--- src/rtl/imem_program_loader.sv ---
// Byte-stream program loader: assembles little-endian words from a header/payload/checksum
// stream, writes them into instruction memory and releases core reset once the image checks out.
module imem_program_loader #(
  parameter int                   BIT_COUNT  = 32,
  parameter int                   IMEM_WORDS = 1024,
  parameter logic [BIT_COUNT-1:0] BASE_ADDR  = 32'h0
) (
  input  logic                 clk,
  input  logic                 reset,
  input  logic                 in_valid,
  input  logic [7:0]           in_data,
  output logic                 in_ready,
  input  logic                 restart,
  output logic                 imem_we,
  output logic [BIT_COUNT-1:0] imem_adr,
  output logic [BIT_COUNT-1:0] imem_wdata,
  output logic                 core_reset,
  output logic                 done,
  output logic                 error
);

  typedef enum logic [2:0] {
    S_HDR0 = 3'd0,
    S_HDR1 = 3'd1,
    S_DATA = 3'd2,
    S_CSUM = 3'd3,
    S_DONE = 3'd4,
    S_ERR  = 3'd5
  } state_t;

  state_t      r_state;
  state_t      w_next_state;
  logic [15:0] r_count;
  logic [15:0] r_word_idx;
  logic [1:0]  r_byte_idx;
  logic [7:0]  r_csum;
  logic [23:0] r_word;

  logic        w_accept;
  logic        w_last_byte;
  logic        w_last_word;
  logic        w_restart;
  logic [15:0] w_n;

  // in_ready is a pure state decode, gated low while the async reset is asserted
  always_comb begin
    in_ready = 1'b0;
    if (!reset) begin
      in_ready = 1'b0;
    end else begin
      case (r_state)
        S_HDR0, S_HDR1, S_DATA, S_CSUM: in_ready = 1'b1;
        default:                        in_ready = 1'b0;
      endcase
    end
  end

  // State register
  always_ff @(posedge clk or negedge reset) begin
    if (!reset) begin
      r_state <= S_HDR0;
    end else begin
      r_state <= w_next_state;
    end
  end

  // Next-state decode
  always_comb begin
    w_next_state = r_state;
    w_accept     = in_valid & in_ready;
    w_n          = {in_data, r_count[7:0]};
    w_last_byte  = (r_byte_idx == 2'd3);
    w_last_word  = (r_word_idx == (r_count - 16'd1));
    w_restart    = 1'b0;
    case (r_state)
      S_HDR0: begin
        if (w_accept) w_next_state = S_HDR1;
        else          w_next_state = S_HDR0;
      end
      S_HDR1: begin
        if (!w_accept)                         w_next_state = S_HDR1;
        else if ({16'd0, w_n} > 32'(IMEM_WORDS)) w_next_state = S_ERR;
        else if (w_n == 16'd0)                 w_next_state = S_CSUM;
        else                                   w_next_state = S_DATA;
      end
      S_DATA: begin
        if (w_accept && w_last_byte && w_last_word) w_next_state = S_CSUM;
        else                                        w_next_state = S_DATA;
      end
      S_CSUM: begin
        if (!w_accept)             w_next_state = S_CSUM;
        else if (in_data == r_csum) w_next_state = S_DONE;
        else                        w_next_state = S_ERR;
      end
      S_DONE, S_ERR: begin
        if (restart) begin
          w_next_state = S_HDR0;
          w_restart    = 1'b1;
        end else begin
          w_next_state = r_state;
        end
      end
      default: w_next_state = S_HDR0;
    endcase
  end

  // Datapath: header capture, word assembly, memory write and status outputs
  always_ff @(posedge clk or negedge reset) begin
    if (!reset) begin
      r_count    <= 16'd0;
      r_word_idx <= 16'd0;
      r_byte_idx <= 2'd0;
      r_csum     <= 8'd0;
      r_word     <= 24'd0;
      imem_we    <= 1'b0;
      imem_adr   <= BASE_ADDR;
      imem_wdata <= {BIT_COUNT{1'b0}};
      core_reset <= 1'b1;
      done       <= 1'b0;
      error      <= 1'b0;
    end else begin
      imem_we    <= 1'b0;
      done       <= (w_next_state == S_DONE);
      error      <= (w_next_state == S_ERR);
      core_reset <= (w_next_state != S_DONE);
      if (w_restart) begin
        r_count    <= 16'd0;
        r_word_idx <= 16'd0;
        r_byte_idx <= 2'd0;
        r_csum     <= 8'd0;
        r_word     <= 24'd0;
      end else if (w_accept) begin
        case (r_state)
          S_HDR0: r_count[7:0]  <= in_data;
          S_HDR1: r_count[15:8] <= in_data;
          S_DATA: begin
            r_csum     <= r_csum + in_data;
            r_byte_idx <= r_byte_idx + 2'd1;
            case (r_byte_idx)
              2'd0: r_word[7:0]   <= in_data;
              2'd1: r_word[15:8]  <= in_data;
              2'd2: r_word[23:16] <= in_data;
              default: begin
                // Fourth byte completes the word; commit it on the following cycle
                imem_we    <= 1'b1;
                imem_wdata <= BIT_COUNT'({in_data, r_word});
                imem_adr   <= BASE_ADDR + BIT_COUNT'({r_word_idx, 2'b00});
                r_word_idx <= r_word_idx + 16'd1;
              end
            endcase
          end
          default: r_csum <= r_csum;
        endcase
      end else begin
        r_csum <= r_csum;
      end
    end
  end

endmodule

--- config.mk ---
export PLATFORM = sky130hd
export DESIGN_NAME = imem_program_loader
export DESIGN_NICKNAME = d
export VERILOG_FILES = /design/src/rtl/imem_program_loader.sv
export SDC_FILE = /design/constraint.sdc
export NUM_CORES = 1
export LEC_CHECK = 0
export BUFFER_PORTS_ARGS = -buffer_cell sky130_fd_sc_hd__buf_2
export CAP_MARGIN = 5
export CORE_ASPECT_RATIO = 2
export CORE_MARGIN = 5
export CORE_UTILIZATION = 29
export DETAILED_ROUTE_END_ITERATION = 6
export GPL_ROUTABILITY_DRIVEN = 0
export PLACE_DENSITY = 0.53
export REMOVE_ABC_BUFFERS = 1
export SLEW_MARGIN = 20
export SYNTH_ARGS = -nofsm -noshare
export SYNTH_HDL_FRONTEND = slang
export SYNTH_SLANG_ARGS = --single-unit
--- constraint.sdc ---
create_clock -name clk -period 4.74 [get_ports clk]
set_clock_uncertainty 0.15 [all_clocks]
set_input_delay 0.948 -clock clk [delete_from_list [all_inputs] [get_ports clk]]
set_output_delay 0.948 -clock clk [all_outputs]
set_load 0.005 [all_outputs]
# Yosys cells after proc, flatten, opt, wreduce, memory -nomap -nowiden
# Index checks and enable logic that the tools add are counted.
# classes
add_sub_neg	4
n_lt_le_gt_ge	1
eq_ne	14
mux	37
bitwise_logic	3
n_reduce_logical	23
# op_table
cell	n
$mux 16	6
$mux 24	3
$mux 8	8
$add 16x1->16 const B	1
$eq 16x16->1	1
$gt 16x11->1 const B	1
$logic_not 16->1	1
$sub 16x1->16 const B	1
$pmux 3 s5	1
$reduce_bool 2->1	7
$eq 3x3->1 const B	4
$mux 1	12
$mux 3	4
$reduce_and 3->1	4
$add 8x8->8	1
$eq 8x8->1	1
$eq 3x2->1 const B	2
$mux 2	3
$reduce_and 2->1	3
$eq 2x2->1 const B	2
$reduce_and 4->1	1
$reduce_or 4->1	1
$eq 3x1->1 const B	1
$logic_not 3->1	1
other kinds (10)	12
# word_totals
register_bits	121
inputBits	12
out_inout_bits	69
word_cells	97

# Logic depth before layout (Yosys ltp)
# depth
word_depth	10
ltp_mapped	10
mapped_depth_nobuf	10

# Least setup slack after synthesis
# No wires, ideal clock.
# synth_timing
path_type	input-to-reg
from	input port in_data[1]
to	register r_csum[7]
setup_time_ns	0.069
arrival_ns	2.490
required_ns	4.521
slack_ns	2.031
cell_stages	8
path_buffers	0
path_cell_list	ha_1 > a21o_1 > a21oi_1 > o21ai_0 > o41ai_1 > xor2_1 > or3_1 > nand3_1
# synth_between
elab_chain_cells	4
# synth_lines
item	line	text
from (decl)	11	input logic [7:0] in_data,
$add 8x8->8	137	r_csum <= r_csum + in_data;
$mux 8	133	case (r_state)
$mux 8	132	end else if (w_accept) begin
$mux 8	126	if (w_restart) begin
to (signal assigned)	137	
to (signal assigned)	152	default: r_csum <= r_csum;
to (signal assigned)	155	r_csum <= r_csum;
to (decl)	36	logic [7:0] r_csum;
# No other way between the ends. The select of a mux whose other input is x is not followed.
# A chain may end at the register's enable or synchronous reset.

# Worst setup path after layout
# layout_timing
from	input port reset
to	output port in_ready
# layout_between
elab_chain_cells	1
# layout_lines
item	line	text
from (decl)	9	input logic reset,
$mux 1	48	if (!reset) begin
to (decl)	12	output logic in_ready,
# No other way between the ends.

==> impl_metrics.sql <==
INSERT INTO impl_metrics (metric_group, metric, value, unit) VALUES
('global_route', 'groute.usage.overall', '0.139', ''),
('worst_setup_path', 'reg2regPathDepth', '10', ''),
('finish', 'fillCellCount', '2189', ''),
('sta', 'report.final.hold_viol_count', '0', ''),
('logic_synthesis', 'post_synth_num_cell_types', '50', ''),
('logic_synthesis', 'synthesis.yosys.warnings', '0', ''),
('logic_synthesis', 'synthFlopType', 'sky130_fd_sc_hd__dfrtp_1', ''),
('floorplan', 'core_region_area', '0.0204', 'mm^2'),
('logic_synthesis', 'synth-seq-cells', '121', ''),
('sta', 'timing.final.crit_share', '0.631', ''),
('worst_setup_path', 'critical_path_peak_fanout', '51', ''),
('sta', 'setup_repair_after_global_routing_missed_its_margin', 'no', ''),
('finish', 'multi_input_area', '0.00269', 'mm^2'),
('worst_setup_path', 'worst_path_largest_cell_delay', '520', 'ps'),
('logic_synthesis', 'ys_async_sr_fraction', '1.00', ''),
('sta', 'final-setup-viol-count', '0', ''),
('clock_tree', 'cts-resized-gates', '0', ''),
('clock_tree', 'clock_tree.buffer_depth', '2', ''),
('worst_setup_path', 'critPathArrivalTime', '1890', 'ps'),
('worst_setup_path', 'timing.rr.start', 'r_count[0]', ''),
('logic_synthesis', 'synthCells', '662', ''),
('floorplan', 'total_die_area', '0.0237', 'mm^2'),
('logic_synthesis', 'post_synth.cell_area_avg', '9.01', 'um^2'),
('worst_setup_path', 'timing.critical_path.mode_cell', 'sky130_fd_sc_hd__buf_4', ''),
('pwr', 'power.density', '446', 'mW/mm^2'),
('clock_tree', 'post_cts_hold_buffer_count', '0', ''),
('routing', 'wl_per_cell', '15.8', 'um'),
('sta', 'finalSetupTns', '0', 'ps'),
('pwr', 'ir_worst_vdd', '0.269', 'mV'),
('place', 'dp_hpwl', '11100', 'um'),
('floorplan', 'rows', '74', ''),
('job', 'drv.max_cap_violation_count', '0', ''),
('routing', 'drtIter0Drc', '135', ''),
('worst_setup_path', 'critical_path.cell_chain', 'buf_4 -> buf_4 -> nor2b_1 -> buf_2', ''),
('logic_synthesis', 'post_synth_instance_area', '0.00597', 'mm^2'),
('finish', 'layout-area-overhead-vs-synth', '18.6', '%'),
('sta', 'slew-limit-headroom', '0.360', ''),
('sta', 'timing.final.max_slew_violations', '0', ''),
('routing', 'wl', '15700', 'um'),
('sta', 'timing.hold.ws', '313', 'ps'),
('worst_setup_path', 'cp.required', '3640', 'ps'),
('clock_tree', 'cts_tree', 'built', ''),
('finish', 'antenna_cells', '0', ''),
('finish', 'top_library_cells_by_usage_in_the_layout_fill_and_taps_aside', 'sky130_fd_sc_hd__nand2_1 (188), sky130_fd_sc_hd__dfrtp_1 (120), sky130_fd_sc_hd__buf_2 (63)', ''),
('floorplan', 'pin_count', '81', ''),
('finish', 'seq_area', '0.00303', 'mm^2'),
('place', 'placement.io_buffers', '64', ''),
('routing', 'detail_route.first_pass.iterations', '4', ''),
('logic_synthesis', 'ys_seq_area_frac', '0.508', ''),
('global_route', 'grt_first_pass_wirelength', '25600', 'um'),
('hold_path', 'min_delay_worst_endpoint', 'imem_adr[8]', ''),
('worst_setup_path', 'crit_path_top_delay_cell', 'sky130_fd_sc_hd__buf_4', ''),
('floorplan', 'die-width', '111', 'um'),
('outcome', 'status', 'completed', ''),
('worst_setup_path', 'r2r-end', 'done', ''),
('clock_tree', 'cts_post_setup_buffers_inserted', '0', ''),
('routing', 'drc', '0', ''),
('finish', 'layout-drive-gt1-share', '0.155', ''),
('global_route', 'first_global_vias', '4827', ''),
('finish', 'most_common_cell_after_layout_fill_and_taps_aside', 'sky130_fd_sc_hd__nand2_1', ''),
('routing', 'route.vias.total', '4629', ''),
('finish', 'layout.nets', '742', ''),
('pwr', 'p_leak', '3.60', 'nW'),
('clock_tree', 'numCtsBuffers', '17', ''),
('clock_tree', 'worstSkewPairLatency', '430', 'ps'),
('worst_setup_path', 'category_of_the_critical_setup_timing_path', 'in2out', ''),
('global_route', 'maximum_number_of_pins_on_one_net_before_global_route_repair', '75', ''),
('worst_setup_path', 'rrSetupSlack', '1920', 'ps'),
('worst_setup_path', 'startpoint_type', 'input pin', ''),
('hold_path', 'min-delay-path-class', 'reg2reg', ''),
('sta', 'worst_pin_slew', '960', 'ps');
[cell type report]
class / instances / share of cell area
well taps: 266 / 0.0470
clock buffers: 21 / 0.0665
inverters: 11 / 0.00583
flip-flops and latches: 121 / 0.428
repair buffers: 71 / 0.0530
clock inverters: 11 / 0.0203
multi-input cells: 493 / 0.379
[worst max-delay path, delay by kind of cell]
family	cells	cell delay, ps
buffers and inverters	3	720
and+or+nand+nor	1	210
[flip-flops by register name, summed over array words and instances (netlist names)]
register / flops
imem_wdata: 32
r_word: 24
imem_adr: 16
r_count: 16
r_word_idx: 16
r_csum: 8
r_state: 3
r_byte_idx: 2
core_reset: 1
done: 1
error: 1
imem_we: 1
[cells by family (layout without fill, tap and decap cells)]
logic type               after synthesis  in the layout  share of synthesized area
AND/OR/NAND/NOR                      328            328                      0.247
flip-flops                           121            121                      0.508
AO/OA/AOI/OAI                         77             77                     0.0715
buffers and inverters                 63            114                     0.0537
XOR/XNOR                              41             41                     0.0602
multiplexers                          16             16                     0.0268
adder cells (fa/ha/maj)               15             15                     0.0327
other                                  1             16                   0.000628
[Yosys cell counts, types with 3 or more instances]
master / instances / area (um^2)
sky130_fd_sc_hd__o21ai_0: 31 / 155
sky130_fd_sc_hd__buf_2: 5 / 25.0
sky130_fd_sc_hd__mux2i_1: 16 / 160
sky130_fd_sc_hd__nor4_1: 4 / 25.0
sky130_fd_sc_hd__a31oi_1: 3 / 18.8
sky130_fd_sc_hd__nand3_1: 47 / 235
sky130_fd_sc_hd__nand2_1: 188 / 706
sky130_fd_sc_hd__xor2_1: 23 / 201
sky130_fd_sc_hd__inv_1: 11 / 41.3
sky130_fd_sc_hd__nor2_1: 46 / 173
sky130_fd_sc_hd__dfrtp_1: 120 / 3000
sky130_fd_sc_hd__ha_1: 14 / 175
sky130_fd_sc_hd__buf_4: 16 / 120
sky130_fd_sc_hd__buf_1: 4 / 15.0
sky130_fd_sc_hd__xnor2_1: 18 / 158
sky130_fd_sc_hd__nor4b_1: 4 / 35.0
sky130_fd_sc_hd__clkbuf_1: 25 / 93.8
sky130_fd_sc_hd__nor3_1: 6 / 30.0
sky130_fd_sc_hd__a21oi_1: 32 / 160
sky130_fd_sc_hd__nor2b_1: 4 / 25.0
sky130_fd_sc_hd__nand4_1: 7 / 43.8
sky130_fd_sc_hd__and3_1: 5 / 31.3
[metrics by stage]
step / utilization / power [mW] / instance area, um^2 / worst slack [ps] / std cells
finish: 0.348 / 3.16 / 7080 / 1750 / 994
global route: 0.348 / 3.30 / 7080 / 1570 / 994
CTS: 0.348 / 3.20 / 7080 / 1680 / 994
detailed placement: 0.317 / 1.83 / 6460 / 1560 / 962
global placement: 0.317 / 1.83 / 6460 / 1630 / 962
floorplan: - / 1.64 / 5740 / 312 / 625
[worst max-delay path by stage]
stage	startpoint	to	slack, ps	depth (start not counted)
finish	reset	in_ready	1750	4
global route	reset	in_ready	1570	4
CTS	reset	in_ready	1680	4
detailed placement	in_valid	done	1560	10
global placement	in_valid	done	1630	10
floorplan	in_valid	r_word_idx[8]	310	7
[report_power, final]
part           internal, mW  total [mW]  leakage, nW  switching [mW]
combinational         0.238       0.595         1.64           0.357
sequential             1.11        1.22         1.67           0.106
clock                 0.865        1.34        0.291           0.478
[per-layer routing]
metal	GRT usage	share of wire
met5	0	0
met4	0.0769	0.038
met3	0.0352	0.037
met2	0.255	0.55
met1	0.142	0.37
Power figures use the tool's default switching activity.
